==> src/rtl/pu_riscv_verilog_pkg.sv <==
// Purpose: shared RISC-V opcode, funct3 and register constants, plus the branch-unit decode helpers.
// Latency: none; this package holds constants, types and functions only.
// Backpressure: none.
package pu_riscv_verilog_pkg;

    // Major opcodes, instr[6:0], 32-bit encodings only
    localparam logic [6:0] OPC_BRANCH   = 7'b1100011;
    localparam logic [6:0] OPC_JAL      = 7'b1101111;
    localparam logic [6:0] OPC_JALR     = 7'b1100111;
    localparam logic [6:0] OPC_MISC_MEM = 7'b0001111;

    // Conditional branch funct3 values
    localparam logic [2:0] F3_BEQ  = 3'b000;
    localparam logic [2:0] F3_BNE  = 3'b001;
    localparam logic [2:0] F3_BLT  = 3'b100;
    localparam logic [2:0] F3_BGE  = 3'b101;
    localparam logic [2:0] F3_BLTU = 3'b110;
    localparam logic [2:0] F3_BGEU = 3'b111;
    localparam logic [2:0] F3_JALR = 3'b000;

    // FENCE.I is identified by the pair {funct3, opcode}
    localparam logic [9:0] FENCE_I = {3'b001, OPC_MISC_MEM};

    // Link registers used as return-address hints
    localparam logic [4:0] REG_X1 = 5'd1;
    localparam logic [4:0] REG_X5 = 5'd5;

    // Instruction class as seen by the branch unit
    typedef enum logic [2:0] {
        BR_NONE,
        BR_COND,
        BR_JAL,
        BR_JALR,
        BR_FENCEI
    } br_kind_e;

    function automatic logic is_link(input logic [4:0] r);
        return (r == REG_X1) || (r == REG_X5);
    endfunction

endpackage

==> src/rtl/pu_riscv_ras.sv <==
// Purpose: circular return-address stack; a push when full overwrites the oldest entry, and a pop when empty is ignored.
// Latency: 1 cycle; top and valid are registered and reflect the operation of the previous cycle.
// Backpressure: none; the caller gates push/pop, and push+pop together replaces the top entry.
module pu_riscv_ras #(
    parameter int XLEN      = 64,
    parameter int RAS_DEPTH = 8
) (
    input  logic            clk,
    input  logic            rstn,
    input  logic            push,
    input  logic            pop,
    input  logic [XLEN-1:0] push_data,
    output logic [XLEN-1:0] top,
    output logic            valid
);
    localparam int PW = (RAS_DEPTH > 1) ? $clog2(RAS_DEPTH) : 1;
    localparam logic [PW:0] CNT_MAX = (PW+1)'(RAS_DEPTH);

    logic [XLEN-1:0] r_mem [RAS_DEPTH];
    logic [PW-1:0]   r_ptr;
    logic [PW:0]     r_cnt;

    logic            w_empty;
    logic            w_replace;
    logic            w_do_push;
    logic            w_do_pop;
    logic [PW-1:0]   w_ptr_inc;
    logic [PW-1:0]   w_ptr_dec;
    logic [PW:0]     w_cnt_nxt;

    // The depth is a power of two, so the pointer wraps by natural overflow
    assign w_ptr_inc = r_ptr + 1'b1;
    assign w_ptr_dec = r_ptr - 1'b1;
    assign w_empty   = (r_cnt == '0);
    assign w_replace = push & pop & ~w_empty;
    assign w_do_push = push & ~w_replace;
    assign w_do_pop  = pop & ~push & ~w_empty;

    // Next occupancy: saturates at the depth on push and holds at zero on pop
    always_comb begin
        w_cnt_nxt = r_cnt;
        if (w_do_push && (r_cnt != CNT_MAX))
            w_cnt_nxt = r_cnt + 1'b1;
        else if (w_do_pop)
            w_cnt_nxt = r_cnt - 1'b1;
    end

    // Entry storage, left without reset; only pointer and count are cleared
    always_ff @(posedge clk) begin
        if (w_replace)
            r_mem[r_ptr] <= push_data;
        else if (w_do_push)
            r_mem[w_ptr_inc] <= push_data;
    end

    // Pointer, count and registered view of the top entry
    always_ff @(posedge clk or negedge rstn) begin
        if (!rstn) begin
            r_ptr <= '0;
            r_cnt <= '0;
            top   <= '0;
            valid <= 1'b0;
        end else begin
            r_cnt <= w_cnt_nxt;
            valid <= (w_cnt_nxt != '0);
            if (w_replace) begin
                top <= push_data;
            end else if (w_do_push) begin
                r_ptr <= w_ptr_inc;
                top   <= push_data;
            end else if (w_do_pop) begin
                r_ptr <= w_ptr_dec;
                top   <= r_mem[w_ptr_dec];
            end
        end
    end

endmodule

==> src/rtl/pu_riscv_bru.sv <==
// Purpose: resolves branches, jumps and FENCE.I, drives redirect and predictor update, and maintains the RAS and global history.
// Latency: 1 cycle from a valid instruction to the registered outputs.
// Backpressure: ex_stall freezes all state; du_stall invalidates the slot; a pending debug PC write overrides the outputs.
module pu_riscv_bru
    import pu_riscv_verilog_pkg::*;
#(
    parameter int              XLEN           = 64,
    parameter int              ILEN           = 64,
    parameter logic [XLEN-1:0] PC_INIT        = 'h8000_0000,
    parameter int              BP_GLOBAL_BITS = 2,
    parameter int              HAS_RVC        = 1,
    parameter int              RAS_DEPTH      = 8
) (
    input  logic                      clk,
    input  logic                      rstn,
    input  logic                      ex_stall,
    input  logic                      st_flush,
    input  logic                      id_bubble,
    input  logic [XLEN-1:0]           id_pc,
    input  logic [ILEN-1:0]           id_instr,
    input  logic [1:0]                id_bp_predict,
    input  logic [XLEN-1:0]           id_pred_pc,
    input  logic [XLEN-1:0]           opA,
    input  logic [XLEN-1:0]           opB,
    input  logic                      du_stall,
    input  logic                      du_flush,
    input  logic                      du_we_pc,
    input  logic [XLEN-1:0]           du_dato,
    output logic [XLEN-1:0]           bu_nxt_pc,
    output logic                      bu_flush,
    output logic                      bu_cacheflush,
    output logic                      bu_misaligned,
    output logic [1:0]                bu_bp_predict,
    output logic [BP_GLOBAL_BITS-1:0] bu_bp_history,
    output logic                      bu_bp_btaken,
    output logic                      bu_bp_update,
    output logic [XLEN-1:0]           ras_top,
    output logic                      ras_valid
);
    logic [6:0]      w_opcode;
    logic [2:0]      w_f3;
    logic [4:0]      w_rd;
    logic [4:0]      w_rs1;
    logic            w_valid;
    logic            w_is_rvc;
    logic [XLEN-1:0] w_fall;
    logic [XLEN-1:0] w_imm_b;
    logic [XLEN-1:0] w_imm_j;
    logic [XLEN-1:0] w_jalr_sum;
    br_kind_e        w_kind;
    logic            w_cmp;
    logic            w_taken;
    logic            w_update;
    logic            w_pipeflush;
    logic            w_cacheflush;
    logic [XLEN-1:0] w_nxt_pc;
    logic            w_misal;
    logic            w_dbg_ovr;
    logic [XLEN-1:0] w_dbg_pc;
    logic            w_rd_link;
    logic            w_rs1_link;
    logic            w_ras_ok;
    logic            w_ras_push;
    logic            w_ras_pop;
    logic            w_unused;

    logic [XLEN-1:0]         r_dbg_pc;
    logic                    r_we_dly;
    logic                    r_dbg_pend;
    logic [BP_GLOBAL_BITS:0] r_hist;

    assign w_opcode   = id_instr[6:0];
    assign w_f3       = id_instr[14:12];
    assign w_rd       = id_instr[11:7];
    assign w_rs1      = id_instr[19:15];
    assign w_valid    = ~id_bubble & ~st_flush & ~du_stall;
    assign w_is_rvc   = (HAS_RVC != 0) && (id_instr[1:0] != 2'b11);
    assign w_fall     = id_pc + (w_is_rvc ? XLEN'(2) : XLEN'(4));
    assign w_imm_b    = {{(XLEN-12){id_instr[31]}}, id_instr[7], id_instr[30:25],
                         id_instr[11:8], 1'b0};
    assign w_imm_j    = {{(XLEN-20){id_instr[31]}}, id_instr[19:12], id_instr[20],
                         id_instr[30:21], 1'b0};
    assign w_jalr_sum = opA + opB;
    // Only part of the instruction word is decoded here
    assign w_unused   = ^id_instr;

    // Classify the instruction; compressed encodings never match a 32-bit opcode
    always_comb begin
        w_kind = BR_NONE;
        case (w_opcode)
            OPC_BRANCH: if (w_f3 != 3'b010 && w_f3 != 3'b011) w_kind = BR_COND;
            OPC_JAL:    w_kind = BR_JAL;
            OPC_JALR:   if (w_f3 == F3_JALR) w_kind = BR_JALR;
            default:    if ({w_f3, w_opcode} == FENCE_I) w_kind = BR_FENCEI;
        endcase
    end

    // Branch condition evaluation
    always_comb begin
        w_cmp = 1'b0;
        case (w_f3)
            F3_BEQ:  w_cmp = (opA == opB);
            F3_BNE:  w_cmp = (opA != opB);
            F3_BLT:  w_cmp = ($signed(opA) <  $signed(opB));
            F3_BGE:  w_cmp = ($signed(opA) >= $signed(opB));
            F3_BLTU: w_cmp = (opA <  opB);
            F3_BGEU: w_cmp = (opA >= opB);
            default: w_cmp = 1'b0;
        endcase
    end

    // Resolve direction, target, redirect and predictor update
    always_comb begin
        w_taken      = 1'b0;
        w_update     = 1'b0;
        w_pipeflush  = 1'b0;
        w_cacheflush = 1'b0;
        w_nxt_pc     = w_fall;
        case (w_kind)
            BR_COND: begin
                w_taken     = w_cmp;
                w_update    = 1'b1;
                w_nxt_pc    = w_cmp ? (id_pc + w_imm_b) : w_fall;
                w_pipeflush = w_cmp ^ id_bp_predict[1];
            end
            BR_JAL: begin
                w_taken  = 1'b1;
                w_nxt_pc = id_pc + w_imm_j;
            end
            BR_JALR: begin
                w_taken     = 1'b1;
                w_nxt_pc    = {w_jalr_sum[XLEN-1:1], 1'b0};
                w_pipeflush = ({w_jalr_sum[XLEN-1:1], 1'b0} != id_pred_pc);
            end
            BR_FENCEI: begin
                w_pipeflush  = 1'b1;
                w_cacheflush = 1'b1;
            end
            default: ;
        endcase
    end

    assign w_misal = w_taken & ((HAS_RVC != 0) ? w_nxt_pc[0] : |w_nxt_pc[1:0]);

    // Debug override is active on the write strobe and stays until du_stall drops
    assign w_dbg_ovr = du_we_pc | r_dbg_pend;
    assign w_dbg_pc  = du_we_pc ? du_dato : r_dbg_pc;

    // A JAL has no rs1 field, so only a JALR can pop
    assign w_rd_link  = is_link(w_rd);
    assign w_rs1_link = (w_kind == BR_JALR) && is_link(w_rs1);
    assign w_ras_ok   = w_valid & ~ex_stall & ~w_dbg_ovr &
                        ((w_kind == BR_JAL) || (w_kind == BR_JALR));
    assign w_ras_push = w_ras_ok & w_rd_link;
    assign w_ras_pop  = w_ras_ok & w_rs1_link & (~w_rd_link | (w_rs1 != w_rd));

    // Capture the debug PC and track the pending write and its one-cycle delay
    always_ff @(posedge clk or negedge rstn) begin
        if (!rstn) begin
            r_dbg_pc   <= '0;
            r_we_dly   <= 1'b0;
            r_dbg_pend <= 1'b0;
        end else begin
            r_we_dly <= du_we_pc;
            if (du_we_pc) begin
                r_dbg_pc   <= du_dato;
                r_dbg_pend <= 1'b1;
            end else if (!du_stall) begin
                r_dbg_pend <= 1'b0;
            end
        end
    end

    // Registered resolution outputs; the debug override takes priority over ex_stall
    always_ff @(posedge clk or negedge rstn) begin
        if (!rstn) begin
            bu_nxt_pc     <= PC_INIT;
            bu_flush      <= 1'b1;
            bu_cacheflush <= 1'b0;
            bu_misaligned <= 1'b0;
            bu_bp_predict <= 2'b00;
            bu_bp_btaken  <= 1'b0;
            bu_bp_update  <= 1'b0;
        end else if (w_dbg_ovr) begin
            bu_nxt_pc     <= w_dbg_pc;
            bu_flush      <= r_we_dly;
            bu_cacheflush <= 1'b0;
            bu_misaligned <= 1'b0;
            bu_bp_btaken  <= 1'b0;
            bu_bp_update  <= 1'b0;
        end else if (!ex_stall) begin
            bu_flush      <= w_valid & w_pipeflush & ~du_stall & ~du_flush;
            bu_cacheflush <= w_valid & w_cacheflush;
            bu_misaligned <= w_valid & w_misal;
            bu_bp_predict <= w_valid ? id_bp_predict : 2'b00;
            bu_bp_btaken  <= w_valid & w_taken;
            bu_bp_update  <= w_valid & w_update;
            if (w_valid)
                bu_nxt_pc <= w_nxt_pc;
        end
    end

    // Global history; bit 0 holds the newest outcome, excluded from the published view
    always_ff @(posedge clk or negedge rstn) begin
        if (!rstn)
            r_hist <= '0;
        else if (w_valid && !ex_stall && !w_dbg_ovr && w_update)
            r_hist <= {r_hist[BP_GLOBAL_BITS-1:0], w_taken};
    end

    assign bu_bp_history = r_hist[BP_GLOBAL_BITS:1];

    pu_riscv_ras #(
        .XLEN      (XLEN),
        .RAS_DEPTH (RAS_DEPTH)
    ) u_ras (
        .clk       (clk),
        .rstn      (rstn),
        .push      (w_ras_push),
        .pop       (w_ras_pop),
        .push_data (w_fall),
        .top       (ras_top),
        .valid     (ras_valid)
    );

endmodule

==> config.mk <==
export PLATFORM = sky130hd
export DESIGN_NAME = pu_riscv_bru
export DESIGN_NICKNAME = d
export VERILOG_FILES = /design/src/rtl/pu_riscv_verilog_pkg.sv /design/src/rtl/pu_riscv_ras.sv /design/src/rtl/pu_riscv_bru.sv
export SDC_FILE = /design/constraint.sdc
export NUM_CORES = 2
export LEC_CHECK = 0
export ABC_CLOCK_PERIOD_IN_PS = 7600
export BUFFER_PORTS_ARGS = -buffer_cell sky130_fd_sc_hd__buf_2
export CORE_ASPECT_RATIO = 0.8
export CORE_UTILIZATION = 37
export DETAILED_ROUTE_END_ITERATION = 12
export HOLD_SLACK_MARGIN = 0.03
export PLACE_DENSITY_LB_ADDON = 0.1
export SYNTH_ARGS = -nofsm -noshare
export SYNTH_HDL_FRONTEND = slang
export SYNTH_SLANG_ARGS = --single-unit
==> constraint.sdc <==
create_clock -name clk -period 7.6 [get_ports clk]
set_input_delay 1.9 -clock clk [delete_from_list [all_inputs] [get_ports clk]]
set_output_delay 1.9 -clock clk [all_outputs]
set_load 0.05 [all_outputs]
==> impl_results.md <==
- IO buf count: 499
- DRT antenna net count: 0
- Ys async rst share: 0.293
- Final GP Congestion: 0.968
- PwrDens: about 200 mW/mm^2
- Slew Viols, Final: 0
- Cell Count, Final, Fillers Out: 6444
- Clk Latency, worst-skew pair: 0.65 ns
- Core Region: 0.121 sq mm
- Netlist Area Pre-Place: 0.0452 sq mm
- Fmax: 156 MHz
- YS warnings: 0
- Max VDD drop: between 0.2 and 0.25 mV
- Hold Buf Count CTS: 0
- Synthesized instance count: 4250
- Layout cells sized above 1: 0.214
- Die Wd: 393 um
- # IOs: 532
- Clock transition at the registers of the reported paths: 0.06 ns
- Status: finished, final reports clean
- Clock Tree Buf Depth: 3
- EDFF count, synth: 512
- Pwr Total: roughly 11 mW
- DP HPWL: 140000 um
- GRT Total Usage: 0.291
- DR WL/cell: 28.5 um
- Final TNS setup: 0 ns
- Initial Util: 0.374
- CP Class: in2reg
- Finish-stage setup viols: 0
- Hold path depth: 2
- Filler Cell Count: about 12000
- Seq cells post-synth: 724
- Register area share after synthesis: 0.457
- Die area: 0.124 sq mm
- Drt drc: 0
- Iter 0 DRT Violations: 3652
- Setup Fix Bufs, Post-CTS: 0
- First-pass GRT wire length: 261000 um
- Commonest non-fill, non-tap cells in the layout: edfxtp_1, buf_2, nand2_1
- Post-CTS sizing: 0
- Num CTS Buffers: roughly 80
- Netlist cell types: a little over 90
- Clock sink count: 724
- Syn avg cell area: around 11 sq um
- Most common cell after layout, fill and taps aside: edfxtp_1
- Pin count of the biggest net entering global routing: 102
- Leak: 20.7 nW
- Ys flop type: edfxtp_1
- Worst-path maximum fanout: 27
- Final worst-path cycle share: 0.844
- GRT overflow: 0
- Final hold vios: 0
- Number of global-route vias before repair: 36500
- Final wirelength: 183000 um
- Max Cap Viol: 0
- Slew Limit Headroom: 0.0941
- Worst slack, placed: 0.701 ns
- Nets@finish: 5333
- RSZ-0062 raised after global routing: false
- Area delta synth->final: 16.9%
- Slew @ Worst Pin: 1.35 ns
- CTS tree: built
- Clk Tree Root Cell: clkbuf_16
- DRT Pass-1 Iters: 6
- Reg2reg path depth: 7
- Initial antenna violation count: 39
- Crit path launch type: input port
- Worst Path Arrival: around 7.0 ns
- Worst hold path class: reg2reg
- Die span in y: around 310 um
- Worst setup margin: 1.19 ns
- Via-to-Cell Ratio: 5.91
- Fin crit period: 6.41 ns
- Clk_skew: 0.0341 ns
- CP Data Required Time: approximately 8.2 ns
- FP Rows: around 110
- Placed Instances: 6268
- Syn nets: 4856
- Endpoint type of the worst setup path: register
- H-tree Lvls: 3
- Vias after detailed routing: 38100
==> final timing paths <==
check	endpoint	slack, ns	start
min	r_dbg_pc[48]$_DFF_PN0_	0.48	r_dbg_pc[48]$_DFF_PN0_
min in group asynchronous	u_ras.top[12]$_DFFE_PN0P_	1.23	rstn
min reg2reg	r_dbg_pc[48]$_DFF_PN0_	0.48	r_dbg_pc[48]$_DFF_PN0_
max	bu_nxt_pc[39]$_DFFE_PN0P_	1.19	opB[40]
max reg2reg	u_ras.r_mem[3][50]$_DFFE_PP_	3.31	u_ras.r_ptr[0]$_DFFE_PN0P_
max in group asynchronous	u_ras.top[50]$_DFFE_PN0P_	5.04	rstn
==> critical path: stages <==
cell and delay, ns:
buf_2 0.09, inv_1 0.04, ha_1 0.50, nand4_1 0.17, or4_1 0.51, nor4_1 0.56
nor2b_1 0.49, and4_1 0.33, mux2_2 0.35, nor4b_1 0.34, and3_2 0.26, buf_4 0.35
nand2_1 0.35, o22ai_1 0.40, nor2_1 0.16, a21oi_1 0.14
==> state kept, by name, summed over array words and instances, names as in the netlist, 2 cells and up <==
signal / flops
u_ras.top: 64
u_ras.r_mem: 512
r_dbg_pc: 64
r_hist: 3
u_ras.r_cnt: 4
bu_bp_predict: 2
u_ras.r_ptr: 3
bu_nxt_pc: 64
==> where the power goes <==
group          leakage [nW]  switching (mW)  internal [mW]
sequential             7.24          0.0490           4.32
combinational          12.2            1.64          0.766
clock                  1.32            1.67           2.30
==> logic make-up after synthesis <==
group,synth area share
xor gates and xnor gates,0.0578
buffers and inverters,0.0359
and+or+nand+nor,0.128
AOI/OAI and AO/OA,0.175
adders and majority gates,0.0593
muxes,0.0865
DFF,0.457
==> final cells by class <==
class	instances	area, sq um	area share
tap	1624	2030	0.0385
clock inverter	43	455	0.00862
multi-input combinational	3100	23100	0.436
inverter	183	687	0.0130
clock buffer	109	2240	0.0424
sequential	724	20700	0.391
timing repair buffer	637	3620	0.0685
antenna	24	60.1	0.00114
==> layer usage <==
| layer | up-vias | GRT usage | share of wire |
|---|---|---|---|
| met5 | - | 0 | 0.00037 |
| met4 | 10 | 0.0944 | 0.031 |
| met3 | 279 | 0.0444 | 0.074 |
| met2 | 1563 | 0.443 | 0.44 |
| met1 | 19000 | 0.422 | 0.45 |
| li1 | 17200 | - | - |
==> cell usage after synthesis, types with 64 or more instances <==
| cell type | instances | area (sq um) |
|---|---|---|
| nand3_1 | 89 | 445 |
| mux4_2 | 128 | 2880 |
| a21o_1 | 64 | 480 |
| xnor2_1 | 193 | 1690 |
| xor2_1 | 90 | 788 |
| nor2_1 | 270 | 1010 |
| edfxtp_1 | 512 | 15400 |
| nand4_1 | 77 | 482 |
| a21oi_1 | 365 | 1830 |
| nand2_1 | 388 | 1460 |
| o21ai_0 | 208 | 1040 |
| nor3_1 | 69 | 345 |
| clkbuf_1 | 203 | 762 |
| ha_1 | 208 | 2600 |
| a221o_1 | 70 | 701 |
| mux2_2 | 69 | 777 |
| dfrtp_1 | 210 | 5260 |
| inv_1 | 183 | 687 |
==> through the flow <==
| stage | utilization | hold slack, ns | area, sq um |
|---|---|---|---|
| 2_1_floorplan | - | 0.446 | 45200 |
| 6_report | 0.437 | 0.485 | 52800 |
| 4_1_cts | 0.436 | 0.487 | 52800 |
| 5_1_grt | 0.437 | 0.512 | 52800 |
| 3_5_place_dp | 0.414 | 0.471 | 50100 |
| 3_3_place_gp | 0.414 | 0.464 | 50100 |
(Power assumes the default switching activity.)
